## src/rtl/tape_rec_pkg.sv

```systemverilog
// rtl/tape_rec_pkg.sv - shared types and constants for the cassette save recorder
package tape_rec_pkg;

    localparam int PERIOD_W = 10;
    localparam logic [PERIOD_W-1:0] PERIOD_SAT     = 10'd1023;
    localparam logic [PERIOD_W-1:0] PERIOD_PRE_SAT = 10'd1022;

    typedef enum logic [1:0] {HUNT, DATA, PARITY, STOP} rec_state_e;
    typedef enum logic [1:0] {GLITCH, ONE, ZERO, GAP} bit_class_e;

    function automatic bit_class_e classify_period(
        input logic [PERIOD_W-1:0] period,
        input int                  min_us,
        input int                  thresh_us,
        input int                  max_us
    );
        int p;
        p = int'(period);
        if (p < min_us)         return GLITCH;
        else if (p < thresh_us) return ONE;
        else if (p <= max_us)   return ZERO;
        else                    return GAP;
    endfunction

endpackage

```

## src/rtl/tape_recorder_if.sv

```systemverilog
// rtl/tape_recorder_if.sv - save-buffer write port and recorder status bundle
interface tape_recorder_if #(
    parameter int AW = 16
);
    logic [AW-1:0] wr_addr;
    logic [7:0]    wr_data;
    logic          wr_en;
    logic [AW:0]   byte_count;
    logic          parity_err;
    logic          framing_err;
    logic          overflow;
    logic          busy;

    modport master (
        output wr_addr, wr_data, wr_en, byte_count,
        output parity_err, framing_err, overflow, busy
    );

    modport slave (
        input wr_addr, wr_data, wr_en, byte_count,
        input parity_err, framing_err, overflow, busy
    );
endinterface

```

## src/rtl/tape_period_meter.sv

```systemverilog
// rtl/tape_period_meter.sv - synchroniser, microsecond period counter and edge classifier
module tape_period_meter
    import tape_rec_pkg::*;
#(
    parameter int CLK_HZ    = 24000000,
    parameter int MIN_US    = 150,
    parameter int THRESH_US = 520,
    parameter int MAX_US    = 1000
) (
    input  logic clk_sys,
    input  logic RESET,
    input  logic tape_out,
    input  logic relay,
    output logic bit_strobe,
    output logic bit_val,
    output logic gap_strobe
);
    localparam int PRESCALE = CLK_HZ / 1000000;
    localparam int PW       = (PRESCALE > 1) ? $clog2(PRESCALE) : 1;

    logic [1:0]          sync_q;
    logic                prev_q;
    logic [PW-1:0]       presc_q, presc_d;
    logic [PERIOD_W-1:0] cnt_q, cnt_d;
    bit_class_e          cls_q, cls_now;
    logic                vld_q, gap1_q;
    logic                bit_strobe_q, bit_val_q, gap_strobe_q;
    logic                rise, tick, clr_cnt, sat_hit;

    assign rise    = relay && sync_q[1] && !prev_q;
    assign tick    = (presc_q == PW'(PRESCALE - 1));
    assign cls_now = classify_period(cnt_q, MIN_US, THRESH_US, MAX_US);
    assign clr_cnt = rise && (cls_now != GLITCH);
    // Reaching saturation is reported like a gap so a stalled frame is aborted.
    assign sat_hit = relay && tick && !clr_cnt && (cnt_q == PERIOD_PRE_SAT);

    always_comb begin
        presc_d = tick ? '0 : presc_q + PW'(1);
        cnt_d   = cnt_q;
        if (!relay)
            cnt_d = PERIOD_SAT;
        else if (clr_cnt)
            cnt_d = '0;
        else if (tick && (cnt_q != PERIOD_SAT))
            cnt_d = cnt_q + PERIOD_W'(1);
    end

    always_ff @(posedge clk_sys) begin
        if (RESET) begin
            sync_q       <= '0;
            prev_q       <= 1'b0;
            presc_q      <= '0;
            cnt_q        <= PERIOD_SAT;
            cls_q        <= GAP;
            vld_q        <= 1'b0;
            gap1_q       <= 1'b0;
            bit_strobe_q <= 1'b0;
            bit_val_q    <= 1'b0;
            gap_strobe_q <= 1'b0;
        end else begin
            sync_q       <= {sync_q[0], tape_out};
            prev_q       <= sync_q[1];
            presc_q      <= presc_d;
            cnt_q        <= cnt_d;
            cls_q        <= cls_now;
            vld_q        <= rise;
            gap1_q       <= (rise && (cls_now == GAP)) || sat_hit;
            bit_strobe_q <= relay && vld_q && ((cls_q == ONE) || (cls_q == ZERO));
            bit_val_q    <= (cls_q == ONE);
            gap_strobe_q <= relay && gap1_q;
        end
    end

    assign bit_strobe = bit_strobe_q;
    assign bit_val    = bit_val_q;
    assign gap_strobe = gap_strobe_q;

endmodule

```

## src/rtl/tape_recorder.sv

```systemverilog
// rtl/tape_recorder.sv - decodes Oric cassette FSK output into bytes for the save buffer
module tape_recorder
    import tape_rec_pkg::*;
#(
    parameter int CLK_HZ    = 24000000,
    parameter int AW        = 16,
    parameter int MIN_US    = 150,
    parameter int THRESH_US = 520,
    parameter int MAX_US    = 1000
) (
    input  logic             clk_sys,
    input  logic             RESET,
    input  logic             tape_out,
    input  logic             relay,
    input  logic             clear,
    tape_recorder_if.master  bus
);
    logic bit_strobe, bit_val, gap_strobe;

    rec_state_e    state_q, state_d;
    logic [2:0]    idx_q, idx_d;
    logic [7:0]    shift_q, shift_d;
    logic          wr_en_q, wr_en_d;
    logic [AW-1:0] wr_addr_q, wr_addr_d;
    logic [7:0]    wr_data_q, wr_data_d;
    logic [AW:0]   count_q, count_d;
    logic          perr_q, perr_d, ferr_q, ferr_d, ovf_q, ovf_d;

    tape_period_meter #(
        .CLK_HZ    (CLK_HZ),
        .MIN_US    (MIN_US),
        .THRESH_US (THRESH_US),
        .MAX_US    (MAX_US)
    ) u_meter (
        .clk_sys    (clk_sys),
        .RESET      (RESET),
        .tape_out   (tape_out),
        .relay      (relay),
        .bit_strobe (bit_strobe),
        .bit_val    (bit_val),
        .gap_strobe (gap_strobe)
    );

    always_comb begin
        state_d   = state_q;
        idx_d     = idx_q;
        shift_d   = shift_q;
        wr_en_d   = 1'b0;
        wr_addr_d = wr_addr_q;
        wr_data_d = wr_data_q;
        count_d   = count_q;
        perr_d    = perr_q;
        ferr_d    = ferr_q;
        ovf_d     = ovf_q;

        if (relay && gap_strobe && (state_q != HUNT)) begin
            ferr_d  = 1'b1;
            state_d = HUNT;
        end else if (relay && bit_strobe) begin
            case (state_q)
                HUNT: begin
                    if (!bit_val) begin
                        state_d = DATA;
                        idx_d   = 3'd0;
                    end
                end
                DATA: begin
                    shift_d = {bit_val, shift_q[7:1]};
                    idx_d   = idx_q + 3'd1;
                    if (idx_q == 3'd7)
                        state_d = PARITY;
                end
                PARITY: begin
                    // Odd parity: data ones plus parity bit must be odd.
                    if (!((^shift_q) ^ bit_val))
                        perr_d = 1'b1;
                    if (count_q[AW]) begin
                        ovf_d = 1'b1;
                    end else begin
                        wr_en_d   = 1'b1;
                        wr_addr_d = count_q[AW-1:0];
                        wr_data_d = shift_q;
                        count_d   = count_q + {{AW{1'b0}}, 1'b1};
                    end
                    state_d = STOP;
                end
                STOP: begin
                    if (!bit_val)
                        ferr_d = 1'b1;
                    state_d = HUNT;
                end
            endcase
        end

        if (!relay)
            state_d = HUNT;

        if (clear) begin
            state_d = HUNT;
            wr_en_d = 1'b0;
            count_d = '0;
            perr_d  = 1'b0;
            ferr_d  = 1'b0;
            ovf_d   = 1'b0;
        end
    end

    always_ff @(posedge clk_sys) begin
        if (RESET) begin
            state_q   <= HUNT;
            idx_q     <= 3'd0;
            shift_q   <= 8'd0;
            wr_en_q   <= 1'b0;
            wr_addr_q <= '0;
            wr_data_q <= 8'd0;
            count_q   <= '0;
            perr_q    <= 1'b0;
            ferr_q    <= 1'b0;
            ovf_q     <= 1'b0;
        end else begin
            state_q   <= state_d;
            idx_q     <= idx_d;
            shift_q   <= shift_d;
            wr_en_q   <= wr_en_d;
            wr_addr_q <= wr_addr_d;
            wr_data_q <= wr_data_d;
            count_q   <= count_d;
            perr_q    <= perr_d;
            ferr_q    <= ferr_d;
            ovf_q     <= ovf_d;
        end
    end

    assign bus.wr_addr     = wr_addr_q;
    assign bus.wr_data     = wr_data_q;
    assign bus.wr_en       = wr_en_q;
    assign bus.byte_count  = count_q;
    assign bus.parity_err  = perr_q;
    assign bus.framing_err = ferr_q;
    assign bus.overflow    = ovf_q;
    assign bus.busy        = (state_q != HUNT);

endmodule

```

## src/flat_wrapper.sv

```systemverilog
// flat-port wrapper written by rule: the top's interface ports become plain ports
module tape_recorder_flat import tape_rec_pkg::*;
#(
    parameter int CLK_HZ    = 24000000,
    parameter int AW        = 16,
    parameter int MIN_US    = 150,
    parameter int THRESH_US = 520,
    parameter int MAX_US    = 1000
)
  (clk_sys, RESET, tape_out, relay, clear, bus_wr_addr, bus_wr_data, bus_wr_en, bus_byte_count, bus_parity_err, bus_framing_err, bus_overflow, bus_busy);
  tape_recorder_if #(.AW(AW)) bus_i ();
  input  logic clk_sys;
  input  logic RESET;
  input  logic tape_out;
  input  logic relay;
  input  logic clear;
  output wire logic [$bits(bus_i.wr_addr)-1:0] bus_wr_addr;
  output wire logic [$bits(bus_i.wr_data)-1:0] bus_wr_data;
  output wire logic [$bits(bus_i.wr_en)-1:0] bus_wr_en;
  output wire logic [$bits(bus_i.byte_count)-1:0] bus_byte_count;
  output wire logic [$bits(bus_i.parity_err)-1:0] bus_parity_err;
  output wire logic [$bits(bus_i.framing_err)-1:0] bus_framing_err;
  output wire logic [$bits(bus_i.overflow)-1:0] bus_overflow;
  output wire logic [$bits(bus_i.busy)-1:0] bus_busy;
  assign bus_wr_addr = bus_i.wr_addr;
  assign bus_wr_data = bus_i.wr_data;
  assign bus_wr_en = bus_i.wr_en;
  assign bus_byte_count = bus_i.byte_count;
  assign bus_parity_err = bus_i.parity_err;
  assign bus_framing_err = bus_i.framing_err;
  assign bus_overflow = bus_i.overflow;
  assign bus_busy = bus_i.busy;
  tape_recorder #(.CLK_HZ(CLK_HZ), .AW(AW), .MIN_US(MIN_US), .THRESH_US(THRESH_US), .MAX_US(MAX_US)) u_core (.clk_sys(clk_sys), .RESET(RESET), .tape_out(tape_out), .relay(relay), .clear(clear), .bus(bus_i));
endmodule
```

## config.mk

```make
export PLATFORM = sky130hd
export DESIGN_NAME = tape_recorder_flat
export DESIGN_NICKNAME = d
export VERILOG_FILES = /design/src/rtl/tape_rec_pkg.sv /design/src/rtl/tape_recorder_if.sv /design/src/rtl/tape_period_meter.sv /design/src/rtl/tape_recorder.sv /design/src/flat_wrapper.sv
export SDC_FILE = /design/constraint.sdc
export NUM_CORES = 1
export LEC_CHECK = 0
export ABC_AREA = 1
export BUFFER_PORTS_ARGS = -buffer_cell sky130_fd_sc_hd__buf_2
export CAP_MARGIN = 40
export CORE_MARGIN = 3
export CORE_UTILIZATION = 51
export CTS_CLUSTER_SIZE = 20
export DETAILED_ROUTE_END_ITERATION = 10
export PLACE_DENSITY_LB_ADDON = 0.2
export SLEW_MARGIN = 20
export SYNTH_ARGS = -nofsm -noshare
export SYNTH_HDL_FRONTEND = slang
export SYNTH_HIERARCHICAL = 1
export SYNTH_SLANG_ARGS = --single-unit
```

## constraint.sdc

```tcl
create_clock -name clk_sys -period 1.5 [get_ports clk_sys]
set_input_delay 0.15 -clock clk_sys [delete_from_list [all_inputs] [get_ports clk_sys]]
set_output_delay 0.15 -clock clk_sys [all_outputs]
set_load 0.01 [all_outputs]
```

==> results of run 1 <==
==> power by group <==
| part | switching [W] | internal, W | leakage [nW] | total, W |
|---|---|---|---|---|
| clock | 0.000797 | 0.000990 | 0.106 | 0.00179 |
| combinational | 0.0000984 | 0.0000585 | 1.46 | 0.000157 |
| sequential | 0.0000126 | 0.00222 | 0.672 | 0.00223 |
| total | 0.000908 | 0.00326 | 2.24 | 0.00417 |
==> cell usage in the layout (no fill, tap or decap), types with 5 or more instances in the layout <==
cell       n
a21oi_1   40
a21oi_2    8
buf_2     49
buf_4     29
clkbuf_8  10
dfxtp_1   81
ha_1       7
inv_1     59
nand2_1   86
nand2_2    6
nand3_1   43
nor2_1    44
nor2_2     7
nor3_1     7
o21ai_0   22
o21ai_1   15
xor2_1     5
==> cells by family after synthesis <==
| family | after synthesis | share of synthesized area (%) |
|---|---|---|
| adder cells (fa/ha/maj) | 12 | 4.01 |
| flip-flops | 83 | 44.4 |
| XOR/XNOR | 7 | 1.64 |
| buffers and inverters | 81 | 8.79 |
| AND/OR/NAND/NOR | 218 | 27.2 |
| AO/OA/AOI/OAI | 97 | 13.9 |
==> cell type report <==
type | instances | area (µm²)
fill | 565 | 2100
sequential | 83 | 1670
timing repair buffer | 89 | 664
inverter | 66 | 254
tap | 96 | 120
multi-input combinational | 334 | 1910
clock buffer | 11 | 141
clock inverter | 5 | 83.8
==> cells in the mapped netlist (2+ instances only) <==
cell / count
a211oi_1: 2
a21oi_1: 47
a22oi_1: 2
buf_2: 4
buf_6: 2
clkbuf_1: 8
dfxtp_1: 83
ha_1: 12
inv_1: 64
nand2_1: 88
nand2_2: 4
nand2_4: 4
nand3_1: 45
nand3_2: 3
nand4_1: 4
nor2_1: 49
nor2_2: 3
nor2_4: 2
nor3_1: 9
nor4_1: 2
o21ai_0: 38
o21bai_1: 2
or2_2: 2
xnor2_1: 2
xor2_1: 5
==> flip-flops by register name (all words and copies together), names as in the netlist, 2 cells and up <==
name                    cells
u_core/idx_q                3
u_core/bus.wr_addr         16
u_core/u_meter/presc_q      5
u_core/shift_q              8
u_core/u_meter/sync_q       2
u_core/u_meter/cnt_q       10
u_core/bus.wr_data          8
u_core/u_meter/cls_q        2
u_core/state_q              2
u_core/bus.byte_count      17
==> timing repair <==
action,CTS,global route
hold endpoints to repair,1,0
gates resized for setup,10,45
hold buffers,1,0
pin swaps,4,9
setup endpoints to repair,24,57
cloned,1,2
setup buffers,6,4
==> worst paths after layout <==
path,endpoint,slack (ns),cells after the start
min reg2reg,u_core/u_meter/sync_q[1]$_SDFF_PP0_,0.41,2
max,u_core/bus.wr_addr[11]$_SDFFE_PP0P_,-0.07,10
min,u_core/u_meter/sync_q[0]$_SDFF_PP0_,0.10,2
max reg2reg,u_core/bus.wr_addr[11]$_SDFFE_PP0P_,-0.07,10
==> metrics by stage <==
step | worst slack (ns) | utilization [%] | std cells | TNS (ns) | power (W)
final | -0.0712 | 69.7 | 684 | -0.851 | 0.00417
after detailed placement | -0.0873 | 61.9 | 656 | -0.565 | 0.00243
after CTS | -0.101 | 66.8 | 680 | -1.27 | 0.00421
after floorplan | -0.00839 | - | 498 | -0.0161 | 0.00238
after global routing | -0.191 | 69.7 | 684 | -4.98 | 0.00432
after global placement | 0.00619 | 61.9 | 656 | 0 | 0.00242
==> metal layers <==
| layer | vias up | global-route usage [%] |
|---|---|---|
| met5 | - | 0 |
| met4 | 0 | 5.65 |
| met3 | 8 | 4.68 |
| met2 | 71 | 36.3 |
| met1 | 1653 | 25.1 |
| li1 | 1783 | - |
==> critical path: stages, from the launching register on <==
cell and delay [ns]:
dfxtp_4 0.37, inv_4 0.06, ha_4 0.14, inv_4 0.04, nand3_4 0.06, nand2_4 0.07
nor3_4 0.23, buf_6 0.17, buf_12 0.13, o21ai_0 0.09, a21oi_1 0.13
==> results.txt, run 1 <==
Worst Max-Slew Pin Slew - 0.535 ns
Max Used Layer - met4
Fin Hold WS - 0.103 ns
Layout Nets - 600
Syn-to-layout area delta - 29.3%
Critical path startpoint category - flip-flop
Net Count, Synth - 515
First-pass iteration count of the detailed router - 4
Ys flop type - dfxtp_1
Peak supply drop - 0.000781 V
Total GRT Usage - 20.6%
Rows - 30
TritonCTS clock tree - yes
Tightest Hold Check Type - input pin to flip-flop
Final period util - 105%
Final instance area - 4840 µm²
Clk root buf - clkbuf_8
Final WS setup - -0.0712 ns
Maximum fanout along the worst path - 13
R2R Path Start - u_core/state_q[1]$_SDFFE_PP0P_
Crit end category - flip-flop
Post-route ant nets - 0
Die H - 91.7 µm
Grt ovf - 0
Number of buffers created by CTS - 9
Largest net degree at the start of global routing - 31
Ranking of synthesized cells by area - dfxtp_1, nand2_1, inv_1
Met3 wire len - 375 µm
Critical Path Start - u_core/state_q[1]$_SDFFE_PP0P_
Syn Inst Count - 498
Drc violations - 0
Finish-stage setup viols - 25
CP Class - flip-flop to flip-flop
Clock sinks - 83
Total wire length - 8.84 mm
Post-synth EDFFs - 0
Initial Util - 53.9%
Clock transition at path regs - 0.08 ns
Worst min-delay path startpoint - RESET
Vias in the first global route - 3181
Cell taking the most area after synthesis - dfxtp_1
Worst path arrival time - 1.85 ns
Outcome - finished with violations
Cell area after placement - 4300 µm²
H-tree depth - 3
Die ar. - 8400 µm²
Final Hold Viols - 0
Die width - 91.7 µm
Synthesis Warnings - 6
First-pass GRT wire length - 14.2 mm
Synthesized cell area - 3740 µm²
Core area - 6940 µm²
PwrDens - 862 nW/µm²
Vias per cell - 5.14
Mean Syn Cell Area - 7.52 µm²
Met1 wire length - 3.91 mm
Max Slew Vio Count - 0
Clock latency on the worst-skew pair - 0.34 ns
Vias after detailed routing - 3515
Antenna Cells - 0
Metal2 WL - 4.47 mm
Distinct cell type count after synthesis - 37
Yosys top cell area share - 44.4%
Register bit total from synthesis - 83
Starting DRT DRC Count - 181
Initial antenna violation count - 0
Drt wl/cell - 12.9 µm
Maximum clock rate - 636 MHz
Io pins - 51
RD Place Congestion - 0.834
Slew headroom - 64.0%
Register area share after synthesis - 44.4%
Fin crit period - 1.57 ns
Ys async rst share - 0%
Max-Cap Viols - 0
Fraction of layout cells with a size suffix above 1 - 27.7%
Critical Path RT - 1.78 ns
Clk_skew - 0.0121 ns
Clk buf depth - 2
Failing checks - setup timing
RSZ-0062 raised after global routing - yes
Leakage dissipation - 2.24 nW
Port Buffers - 50
Post-DP HPWL - 5.99 mm
(Power assumes the default switching activity.)
==> inputs of run 2 (changes only) <==
- ABC_AREA: 1 -> default
- CTS_CLUSTER_SIZE: 20 -> 30
==> results.txt, run 2 <==
Failing checks - setup timing
Worst Max-Slew Pin Slew - 0.492 ns
Most frequent cells in the layout - buf_4, dfxtp_1, nand2_1
Comb power frac - 4.3%
Finish-stage setup viols - 57
Die width - 90.7 µm
Synth Area in Simple Gates - 24.8%
Post-route ant nets - 0
RD Place Congestion - 0.878
Antenna Cells - 0
R2R Setup Slk - -0.24 ns
Core area - 6870 µm²
Mean Syn Cell Area - 8.85 µm²
Power consumption - 0.00405 W
Max-Cap Viols - 0
First-pass GRT wire length - 15.2 mm
Final-layout fill cell count - 429
Clk root buf - clkbuf_8
Register bit total from synthesis - 83
Tightest Hold Check Type - input pin to flip-flop
Switching power - 0.000983 W
Crit end category - flip-flop
Synthesis Warnings - 6
Clk buf depth - 2
Crit-path cells - inv_4 -> ha_4 -> and4b_2 -> nand4_1 -> or3_4 -> a21oi_2
First-pass iteration count of the detailed router - 5
Post-synth EDFFs - 0
Outcome - finished with violations
Reg-to-reg endpoint - u_core/bus.byte_count[9]$_SDFFE_PP0P_
Max Slew Vio Count - 0
Crit-path slowest cell - or3_4
Layout Nets - 570
Initial Util - 53.3%
Vias per cell - 5.64
Die H - 90.7 µm
Maximum fanout along the worst path - 5
Grt ovf - 0
Post-synthesis mux area share - 3.83%
Cell taking the most area after synthesis - dfxtp_1
Commonest cells in the netlist - dfxtp_1, nand2_1, a21oi_1, nor2_1, o21ai_0
CP Class - flip-flop to flip-flop
Largest register FFs - 17
Net Count, Synth - 431
Largest stage delay, worst path - 0.46 ns
RSZ-0062 raised after global routing - yes
Clk_skew - 0.0201 ns
Final Hold Viols - 0
Clk pwr share - 40.8%
Leakage dissipation - 2.32 nW
Ys async rst share - 0%
Largest family of logic cells by synthesized area - simple AND/OR/NAND/NOR gates
Critical path startpoint category - flip-flop
Placed insts - 618
Die ar. - 8230 µm²
Hold Path Stages - 2
Area share of fa/ha/maj cells after synthesis - 4.10%
Worst path arrival time - 2.03 ns
Post-synthesis xor/xnor area fraction - 4.20%
Peak supply drop - 0.000579 V
Io pins - 51
Worst min-delay path startpoint - RESET
Final WS setup - -0.241 ns
Finished Layout Cells - 654
Fraction of layout cells with a size suffix above 1 - 48.7%
Starting DRT DRC Count - 175
Synthesized cell area - 3660 µm²
Vias after detailed routing - 3689
Register area share after synthesis - 45.4%
Distinct cell type count after synthesis - 56
Drc violations - 0
Port Buffers - 50
Total GRT Usage - 22.5%
Total wire length - 11.1 mm
Critical Path RT - 1.79 ns
Ys flop type - dfxtp_1
Drt wl/cell - 17.0 µm
Syn-to-layout area delta - 50.4%
WHS Endpoint - u_core/idx_q[2]$_SDFFE_PP0P_
Maximum clock rate - 575 MHz
Reg2Reg Depth - 6
Syn Inst Count - 414
Slew headroom - 67.2%
Post-DP HPWL - 6.38 mm
Commonest non-fill, non-tap cell in the layout - buf_4
Initial antenna violation count - 0
Largest net degree at the start of global routing - 30
Clock latency on the worst-skew pair - 0.36 ns
Clock sinks - 83
Synth Area in Compound Gates - 13.6%
Fin crit period - 1.74 ns
Cell with the most instances after synthesis - dfxtp_1
Cell internal pwr - 0.00306 W
H-tree depth - 3
PwrDens - 735 nW/µm²
Final period util - 116%
Ranking of synthesized cells by area - dfxtp_1, nand2_1, a21oi_1
Vias in the first global route - 3247
Switching Share - 24.3%
Clock transition at path regs - 0.09 ns
R2R Path Start - u_core/state_q[0]$_SDFFE_PP0P_
Rows - 30
Seq pwr share - 54.9%
Number of buffers created by CTS - 9
Yosys top cell area share - 45.4%
TritonCTS clock tree - yes
## run 2: cell type report
class	instances	area, µm²	area share, %
multi-input combinational	299	2320	42.1
clock buffer	9	124	2.25
clock inverter	7	75.1	1.36
sequential	83	1710	31.0
timing repair buffer	146	1110	20.1
tap	96	120	2.18
inverter	14	57.6	1.04
## run 2: cells by family (layout without fill, tap and decap cells)
kind of cell,Yosys count,in the layout
xor gates and xnor gates,16,16
AOI/OAI and AO/OA,81,81
buffers and inverters,32,176
and+or+nand+nor,176,176
adders and majority gates,12,12
muxes,14,14
DFF,83,83
## run 2: how the worst max path moves through the flow
stage | slack [ns] | to | from | depth (start not counted)
after floorplan | -0.15 | u_core/bus.byte_count[14]$_SDFFE_PP0P_ | u_core/bus.byte_count[9]$_SDFFE_PP0P_ | 4
after global placement | -0.34 | u_core/bus.byte_count[0]$_SDFFE_PP0P_ | u_core/state_q[0]$_SDFFE_PP0P_ | 6
after detailed placement | -0.26 | u_core/bus.byte_count[12]$_SDFFE_PP0P_ | u_core/state_q[0]$_SDFFE_PP0P_ | 6
after CTS | -0.19 | u_core/bus.parity_err$_SDFFE_PP0P_ | u_core/state_q[0]$_SDFFE_PP0P_ | 7
after global routing | -0.33 | u_core/bus.byte_count[9]$_SDFFE_PP0P_ | u_core/state_q[0]$_SDFFE_PP0P_ | 6
final | -0.24 | u_core/bus.byte_count[9]$_SDFFE_PP0P_ | u_core/state_q[0]$_SDFFE_PP0P_ | 6
## run 2: repair_timing
action                                 CTS  global route
endpoints found under the hold margin    1             0
setup buffers                            9            12
gates cloned                             0             5
hold buffers                             1             0
pin swaps                               21            36
resized for setup                       42            80
setup endpoints to repair               60            68
## run 2: critical path: cells and delay by family, from the launching register on
family                   cells  cell delay [ns]
AO/OA/AOI/OAI                1             0.12
adder cells (fa/ha/maj)      1             0.13
buffers and inverters        1             0.07
flip-flops                   1             0.34
AND/OR/NAND/NOR              3             1.01
## run 2: power by group through the flow
stage / Clock, W / Combinational (W) / Sequential [W]
final: 0.00165 / 0.000173 / 0.00222
after global routing: 0.00175 / 0.000190 / 0.00223
after CTS: 0.00166 / 0.000163 / 0.00222
after detailed placement: 0 / 0.000151 / 0.00228
after global placement: 0 / 0.000147 / 0.00228
after floorplan: 0 / 0.0000840 / 0.00228
## run 2: routing by layer
metal  global-route usage, %  routed length, µm  vias to the layer above
met3                    3.58                659                       30
met5                       0                  0                        -
li1                        -                  -                     1742
met4                    9.57                289                        0
met2                    38.7               5780                      153
met1                    27.9               4420                     1764
## run 2: through the flow
step	setup WS (ns)	instance area (µm²)	util (%)	hold WS, ns	TNS (ns)
2_1_floorplan	-0.145	3770	-	0.222	-0.680
6_report	-0.241	5510	80.2	0.0992	-6.70
5_1_grt	-0.329	5510	80.2	0.107	-10.93
4_1_cts	-0.186	5090	74.1	0.0859	-4.34
3_5_place_dp	-0.256	4630	67.4	0.373	-5.26
3_3_place_gp	-0.336	4620	67.2	0.377	-9.39
